`src/rtl/contador_pkg.sv`:
```
`default_nettype none
// ============================================================================
//  Module      : contador_pkg
//  Description : Shared operation-mode encodings for the contador_param
//                counter family. Imported by contador_next and contador_param.
//  Contents    : MODE_UP_STEP (2'b00) count up by STEP
//                MODE_DOWN    (2'b01) count down by 1
//                MODE_UP      (2'b10) count up by 1
//                MODE_LOAD    (2'b11) synchronous parallel load
//  Revision    : 1.0 - initial release
// ============================================================================
package contador_pkg;

    localparam logic [1:0] MODE_UP_STEP = 2'b00;
    localparam logic [1:0] MODE_DOWN    = 2'b01;
    localparam logic [1:0] MODE_UP      = 2'b10;
    localparam logic [1:0] MODE_LOAD    = 2'b11;

endpackage : contador_pkg
`default_nettype wire

```
`src/rtl/contador_next.sv`:
```
`default_nettype none
// ============================================================================
//  Module      : contador_next
//  Description : Purely combinational next-state logic for contador_param.
//                Computes the next counter value and the next rco/load flags
//                from the current value, the operation mode and the wrap
//                point TOP.
//  Ports       : i_q      current counter value
//                i_mode   operation select (see contador_pkg)
//                i_enable count enable (does not gate loads)
//                i_d      parallel load value
//                i_top    highest legal count value
//                o_q      next counter value
//                o_rco    next ripple-carry-out flag
//                o_load   next load-done flag
//  Config      : CONTADOR_LIMIT_EN - when defined, TOP is a runtime value and
//                the wrap is decided by an explicit compare; otherwise TOP is
//                all-ones and the wrap is the carry out of the adder.
//  Revision    : 1.0 - initial release
// ============================================================================
module contador_next
    import contador_pkg::*;
#(
    parameter int unsigned WIDTH = 4,
    parameter int unsigned STEP  = 3
) (
    input  logic [WIDTH-1:0] i_q,
    input  logic [1:0]       i_mode,
    input  logic             i_enable,
    input  logic [WIDTH-1:0] i_d,
    input  logic [WIDTH-1:0] i_top,
    output logic [WIDTH-1:0] o_q,
    output logic             o_rco,
    output logic             o_load
);

    localparam logic [WIDTH:0] c_step = (WIDTH+1)'(STEP);
    localparam logic [WIDTH:0] c_one  = (WIDTH+1)'(1);

    // One WIDTH+1 bit adder serves both up modes; the extra bit keeps the
    // sum exact so the compare against TOP never sees a truncated value.
    logic [WIDTH:0]   w_inc;
    logic [WIDTH:0]   w_sum;
    logic [WIDTH-1:0] w_dec;
    logic [WIDTH-1:0] w_up_q;
    logic             w_up_wrap;

    assign w_inc = (i_mode == MODE_UP) ? c_one : c_step;
    assign w_sum = {1'b0, i_q} + w_inc;
    assign w_dec = i_q - WIDTH'(1);

`ifdef CONTADOR_LIMIT_EN
    logic [WIDTH:0] w_top_ext;
    logic [WIDTH:0] w_wrap_val;
    logic           w_above;

    assign w_top_ext  = {1'b0, i_top};
    assign w_wrap_val = w_sum - w_top_ext - c_one;
    // Q above TOP can only follow a load or a shrinking limit.
    assign w_above    = (i_q > i_top);

    always_comb begin
        w_up_q    = w_sum[WIDTH-1:0];
        w_up_wrap = 1'b0;
        if (w_above) begin
            // Out-of-range value recovers straight to zero.
            w_up_q    = '0;
            w_up_wrap = 1'b1;
        end else if (w_sum > w_top_ext) begin
            w_up_wrap = 1'b1;
            // A step larger than the whole range (small limit) would still
            // land above TOP after one fold; such a wrap settles at zero.
            if (w_wrap_val > w_top_ext) begin
                w_up_q = '0;
            end else begin
                w_up_q = w_wrap_val[WIDTH-1:0];
            end
        end
    end
`else
    // TOP is all-ones: wrapping is plain modulo-2^WIDTH arithmetic and the
    // wrap flag is simply the adder carry.
    assign w_up_q    = w_sum[WIDTH-1:0];
    assign w_up_wrap = w_sum[WIDTH];
`endif

    always_comb begin
        o_q    = i_q;
        o_rco  = 1'b0;
        o_load = 1'b0;
        case (i_mode)
            MODE_LOAD: begin
                o_q    = i_d;
                o_load = 1'b1;
            end
            MODE_DOWN: begin
                if (i_enable) begin
                    if (i_q == '0) begin
                        o_q   = i_top;
                        o_rco = 1'b1;
                    end else begin
                        o_q   = w_dec;
                    end
                end
            end
            default: begin
                // MODE_UP_STEP and MODE_UP share the adder path.
                if (i_enable) begin
                    o_q   = w_up_q;
                    o_rco = w_up_wrap;
                end
            end
        endcase
    end

endmodule : contador_next
`default_nettype wire

```
`src/rtl/contador_param.sv`:
```
`default_nettype none
// ============================================================================
//  Module      : contador_param
//  Description : Parametrised synchronous counter with up-by-STEP, down-by-1,
//                up-by-1 and load modes, registered rco (wrap) and load-done
//                pulses. All outputs are flops; latency is one cycle.
//  Ports       : clk     rising-edge clock
//                reset   synchronous active-high reset
//                enable  count enable for the three count modes
//                mode    operation select (see contador_pkg)
//                D       parallel load value
//                limit   runtime wrap value (CONTADOR_LIMIT_EN only)
//                Q       counter value
//                rco     one-cycle pulse on wrap, aligned with Q
//                load    one-cycle pulse after a load, aligned with Q
//  Config      : CONTADOR_LIMIT_EN - adds the limit port; TOP follows it
//                combinationally. Otherwise TOP = 2^WIDTH-1.
//  Revision    : 1.0 - initial release
// ============================================================================
module contador_param
    import contador_pkg::*;
#(
    parameter int unsigned WIDTH = 4,
    parameter int unsigned STEP  = 3
) (
    input  logic             clk,
    input  logic             reset,
    input  logic             enable,
    input  logic [1:0]       mode,
    input  logic [WIDTH-1:0] D,
`ifdef CONTADOR_LIMIT_EN
    input  logic [WIDTH-1:0] limit,
`endif
    output logic [WIDTH-1:0] Q,
    output logic             rco,
    output logic             load
);

    logic [WIDTH-1:0] r_q;
    logic             r_rco;
    logic             r_load;

    logic [WIDTH-1:0] w_top;
    logic [WIDTH-1:0] w_q_next;
    logic             w_rco_next;
    logic             w_load_next;

`ifdef CONTADOR_LIMIT_EN
    assign w_top = limit;
`else
    assign w_top = '1;
`endif

    contador_next #(
        .WIDTH (WIDTH),
        .STEP  (STEP)
    ) u_next (
        .i_q      (r_q),
        .i_mode   (mode),
        .i_enable (enable),
        .i_d      (D),
        .i_top    (w_top),
        .o_q      (w_q_next),
        .o_rco    (w_rco_next),
        .o_load   (w_load_next)
    );

    always_ff @(posedge clk) begin
        if (reset) begin
            r_q    <= '0;
            r_rco  <= 1'b0;
            r_load <= 1'b0;
        end else begin
            r_q    <= w_q_next;
            r_rco  <= w_rco_next;
            r_load <= w_load_next;
        end
    end

    assign Q    = r_q;
    assign rco  = r_rco;
    assign load = r_load;

endmodule : contador_param
`default_nettype wire

```
`config.mk`:
```
export PLATFORM = sky130hd
export DESIGN_NAME = contador_param
export DESIGN_NICKNAME = d
export VERILOG_FILES = /design/src/rtl/contador_pkg.sv /design/src/rtl/contador_next.sv /design/src/rtl/contador_param.sv
export SDC_FILE = /design/constraint.sdc
export NUM_CORES = 1
export LEC_CHECK = 0
export CORE_AREA = 2 2 39 41
export DETAILED_ROUTE_END_ITERATION = 6
export DIE_AREA = 0 0 41 43
export GPL_TIMING_DRIVEN = 0
export PLACE_DENSITY = 0.61
export REMOVE_ABC_BUFFERS = 1
export SLEW_MARGIN = 20
export SYNTH_ARGS = -nofsm -noshare
export SYNTH_HDL_FRONTEND = slang
export SYNTH_SLANG_ARGS = --single-unit
export TNS_END_PERCENT = 30
```
`constraint.sdc`:
```
create_clock -name clk -period 2.1 [get_ports clk]
set_input_delay 0.21 -clock clk [delete_from_list [all_inputs] [get_ports clk]]
set_output_delay 0.21 -clock clk [all_outputs]
set_load 0.01 [all_outputs]
```
==> results of run 1 <==
critical path, stage by stage:
cell and delay (ns):
clkdlybuf4s50_1 0.70, nand2b_1 0.15, fa_1 0.45, nor2_1 0.12
a21oi_1 0.07, a221oi_1 0.30, a211oi_2 0.08
area by class of cell:
class / instances / area share (%)
flip-flops and latches: 6 / 18.7
multi-input cells: 44 / 51.4
clock buffers: 3 / 3.50
inverters: 2 / 1.17
repair buffers: 14 / 22.2
well taps: 16 / 3.11
cells by family (layout without fill, tap and decap cells):
kind of cell / count (synthesis) / count (layout)
xor+xnor: 2 / 2
compound gates: 18 / 18
mux: 1 / 1
flops: 6 / 6
buf+inv: 6 / 19
simple gates: 20 / 20
fa+ha+maj: 3 / 3
path summary, 6_finish.rpt:
kind | cells past startpoint | end | slack [ns] | startpoint
setup / recovery | 7 | Q[2] | 0.14 | mode[1]
hold / removal | 3 | rco | 0.50 | mode[0]
setup reg to reg | 5 | Q[2] | 0.50 | Q[0]
hold reg to reg | 2 | rco | 0.62 | Q[3]
routing by layer:
metal | global-route usage, % | vias to the layer above | share of wire (%) | wire [um]
li1 | - | 237 | - | -
met1 | 22.1 | 208 | 44 | 455
met2 | 18.4 | 15 | 49 | 510
met3 | 9.42 | 0 | 7.0 | 73
met4 | 2.00 | 0 | 0 | 0
met5 | 0 | - | 0 | 0
what timing repair did:
item,4_1_cts,5_1_grt
gates resized for setup,0,1
setup buffers,0,0
endpoints found under the setup margin,0,1
stage by stage:
stage	total power, mW	worst slack [ns]	area, um2	setup TNS, ns
after floorplan	0.217	0.579	458	0
after global placement	0.276	-0.252	618	-0.338
after detailed placement	0.275	-0.230	618	-0.307
after CTS	0.389	0.0377	641	0
after global routing	0.412	0.0207	643	0
final	0.382	0.139	643	0
layout by cell type, fill, tap and decap left out, types with 2 or more instances in the layout:
cell / count
ha_1: 2
clkbuf_4: 3
clkdlybuf4s50_1: 13
a21oi_1: 4
inv_2: 2
a211oi_1: 3
nor2_1: 5
nand4b_1: 2
a21o_1: 2
nand2_1: 4
dfxtp_1: 6
nand2b_1: 3
registers in the layout (all words and copies together), names as in the netlist:
signal,cells
Q,4
load,1
rco,1
where the power goes:
| group | switching (mW) | internal [mW] | total, mW |
|---|---|---|---|
| combinational | 0.0572 | 0.0711 | 0.128 |
| sequential | 0.0203 | 0.124 | 0.145 |
| clock | 0.0443 | 0.0648 | 0.109 |
==> flow_metrics.tcl, run 1 <==
set metrics [dict create \
    status "complete, no violations" \
    clk_root_buffer_cell "clkbuf_4" \
    vias 460 \
    nFillCells 136 \
    ys_types 32 \
    rsz0062_at_grt "no" \
    ir_drop_mv 0.377 \
    hold_class "input pin to flop" \
    fin_crit_sh_pct 93.4 \
    end_kind "flop" \
    synth_top_family_by_area "compound AO/OA/AOI/OAI gates" \
    vias_per_cell 5.41 \
    holdWs_ns 0.505 \
    io_buffers 14 \
    synth-compound-area-share_pct 28.9 \
    setup_viol 0 \
    antenna_found_initial 0 \
    start_kind "input pin" \
    dp_cells 82 \
    avgSynthCellArea_um2 8.74 \
    fmax_mhz 510 \
    insertion_delay_ns 0.25 \
    layout-drive-gt1-share_pct 11.6 \
    utilization_pct 46.5 \
    ant_nets 0 \
    synth_common_cells "dfxtp_1, nor2_1, a21oi_1, nand2_1" \
    final_nets 83 \
    async_flop_share_pct 0 \
    synth-simple-area-share_pct 23.8 \
    ys_seq_area_share_pct 24.6 \
    firstDrtPassIters 5 \
    syn_area_um2 489 \
    skew_ns 0.00219 \
    place_hpwl_um 764 \
    clkSinkCount 6 \
    cts_max_level 1 \
    multi_input_area_um2 330 \
    synthAdderAreaFrac_pct 9.21 \
    n_antenna_cell 0 \
    clkTransAtPathRegs_ns 0.05 \
    critical_path.max_fanout 11 \
    cts_tree "yes" \
    max-cap-violations 0 \
    hold_buffers 0 \
    crit_type "input pin to flop" \
    drc 0 \
    cts_buffers 3 \
    leakagePower_nw 0.240 \
    synth_top_area_share_pct 24.6 \
    rows 14 \
    grt_start_max_net_pins 16 \
    powerDensity_nw_per_um2 594 \
    pin_count 15 \
    die_area_um2 1760 \
    synth_warnings 0 \
    synthXorXnorAreaFrac_pct 3.58 \
    yosysMostFrequentCell "dfxtp_1" \
    gp_congestion 0.777 \
    relSlewSlack_pct 66.8 \
    required_ns 2.23 \
    die_w_um 41 \
    die_h_um 43 \
    stdcell_count 85 \
    synth_cells 56 \
    hold_violations 0 \
    overflow 0 \
    synth_area_leaders "dfxtp_1, ha_1, a211oi_1" \
    grt_pass1_wl_um 1750 \
    synth_top_cell_by_area "dfxtp_1" \
    synth_flop_cell "dfxtp_1" \
    period_needed_ns 1.96 \
    worstPathArrival_ns 2.09 \
    grt_pass1_vias 382 \
    cts_buffer_depth 2 \
    initial_utilization_pct 35.4 \
    drt-total-wl_um 1040 \
    tightest_slew_ns 0.497 \
    wl_per_cell_um 12.2 \
    track_usage_pct 14.9 \
    synthMuxAreaShare_pct 2.05 \
    core_um2 1380 \
    synth-edff-count 0 \
    first_iter_violations 27 \
    slew_violations 0 \
    area_growth_pct 31.5 \
    register_area_um2 120 \
    synth-seq-cells 6 \
]
Power figures use the tool's default switching activity.
==> run 2, diff against run 1 <==
Settings changed: PLACE_DENSITY 0.61 to 0.64.
Clock period 2.1 ns to 1.6 ns, I/O delays scaled along.
==> flow_metrics.tcl, run 2 (synthesis gave the netlist of run 1 again) <==
set metrics [dict create \
    status "complete, no violations" \
    initial_utilization_pct 35.4 \
    gp_congestion 0.724 \
    r2r_slack_ns 0.14 \
    rows 14 \
    area_growth_pct 31.5 \
    clkSinkCount 6 \
    drc 0 \
    leakagePower_nw 0.232 \
    fmax_mhz 684 \
    crit_path_max_incr_delay_ns 0.59 \
    pin_count 15 \
    grtUsageMet2_pct 19.1 \
    antenna_found_initial 0 \
    tightest_slew_ns 0.364 \
    slowest_stage "clkdlybuf4s50_1" \
    cts_max_level 1 \
    drt-total-wl_um 1100 \
    critPathLaunch "Q[3]" \
    cts_buffer_depth 2 \
    track_usage_pct 14.3 \
    crit_family "buffers and inverters" \
    fin_crit_sh_pct 91.4 \
    slew_violations 0 \
    largest_reg_flops 4 \
    die_w_um 41 \
    layout_commonest_cell "clkdlybuf4s50_1" \
    final_nets 83 \
    r2r_end "Q[2]" \
    rsz0062_at_grt "no" \
    overflow 0 \
    hold_violations 0 \
    required_ns 1.44 \
    end_kind "primary output" \
    clk_root_buffer_cell "clkbuf_4" \
    r2r-start "Q[0]" \
    path_cells "clkdlybuf4s50_1" \
    wl_per_cell_um 12.9 \
    vias 468 \
    clkTransAtPathRegs_ns 0.06 \
    critPathBufInv 1 \
    cts_setup_buffers 0 \
    worstPathArrival_ns 1.30 \
    setup_viol 0 \
    start_kind "flop" \
    firstDrtPassIters 2 \
    nFillCells 133 \
    first_iter_violations 6 \
    r2r.worst_path.cells 5 \
    layout-drive-gt1-share_pct 20.3 \
    relSlewSlack_pct 75.7 \
    place_hpwl_um 788 \
    grt_pass1_vias 367 \
    crit_path_end "Q[3]" \
    powerDensity_nw_per_um2 791 \
    busiest_layer "met1" \
    max-cap-violations 0 \
    core_um2 1380 \
    critical_path.max_fanout 8 \
    dp_cells 82 \
    grtUsageMet3_pct 6.28 \
    stdcell_count 85 \
    hold_class "input pin to flop" \
    crit_type "flop to primary output" \
    ant_nets 0 \
    cp.depth 1 \
    final_cell_mix "clkdlybuf4s50_1, nor2_1, nand2_1, a21oi_1" \
    skew_ns 0.0129 \
    hold_buffers 0 \
    holdWs_ns 0.302 \
    grt_pass1_wl_um 1640 \
    insertion_delay_ns 0.25 \
    die_area_um2 1760 \
    ir_drop_mv 0.415 \
    ctsResizeCount 6 \
    io_buffers 14 \
    die_h_um 43 \
    cts_tree "yes" \
    grtUsageMet1_pct 19.5 \
    vias_per_cell 5.51 \
    grt_start_max_net_pins 16 \
    period_needed_ns 1.46 \
    n_antenna_cell 0 \
    cts_buffers 3 \
]
## run 2: worst min-delay path by stage
stage                 start  endpoint  slack [ns]  depth (start not counted)
finish              mode[0]      Q[1]        0.30                          2
detailed placement     Q[3]       rco        0.61                          2
global placement       Q[3]       rco        0.61                          2
floorplan             reset      Q[2]        0.22                          1
global route        mode[0]      Q[1]        0.32                          2
CTS                 mode[1]      Q[0]        0.41                          3
## run 2: metrics by stage
stage	setup WS (ns)	utilization (%)	setup TNS, ns	power [mW]	instance area, um2
finish	0.137	46.5	0	0.509	643
global route	0.0559	46.5	0	0.547	643
CTS	0.0153	46.5	0	0.513	643
detailed placement	-0.685	44.7	-1.93	0.362	618
global placement	-0.687	44.7	-1.93	0.360	618
floorplan	0.0788	-	0	0.285	458
## run 2: layer usage
| metal | share of wire (%) | vias up | wire length [um] |
|---|---|---|---|
| met5 | 0 | - | 0 |
| met4 | 0.73 | 0 | 8 |
| met3 | 4.6 | 2 | 51 |
| met2 | 45 | 10 | 500 |
| met1 | 49 | 219 | 539 |
| li1 | - | 237 | - |
## run 2: cell type report
class                   count  area (um2)  share of cell area [%]
well taps                  16        20.0                    3.11
clock buffers               3        22.5                    3.50
multi-input cells          44         333                    51.8
repair buffers             14         136                    21.2
flip-flops and latches      6         124                    19.3
inverters                   2        7.51                    1.17
## run 2: power by group
part,internal [mW],switching [mW],leakage (nW)
registers,0.165,0.0275,0.0504
logic,0.0927,0.0765,0.168
clock network,0.0854,0.0619,0.0138
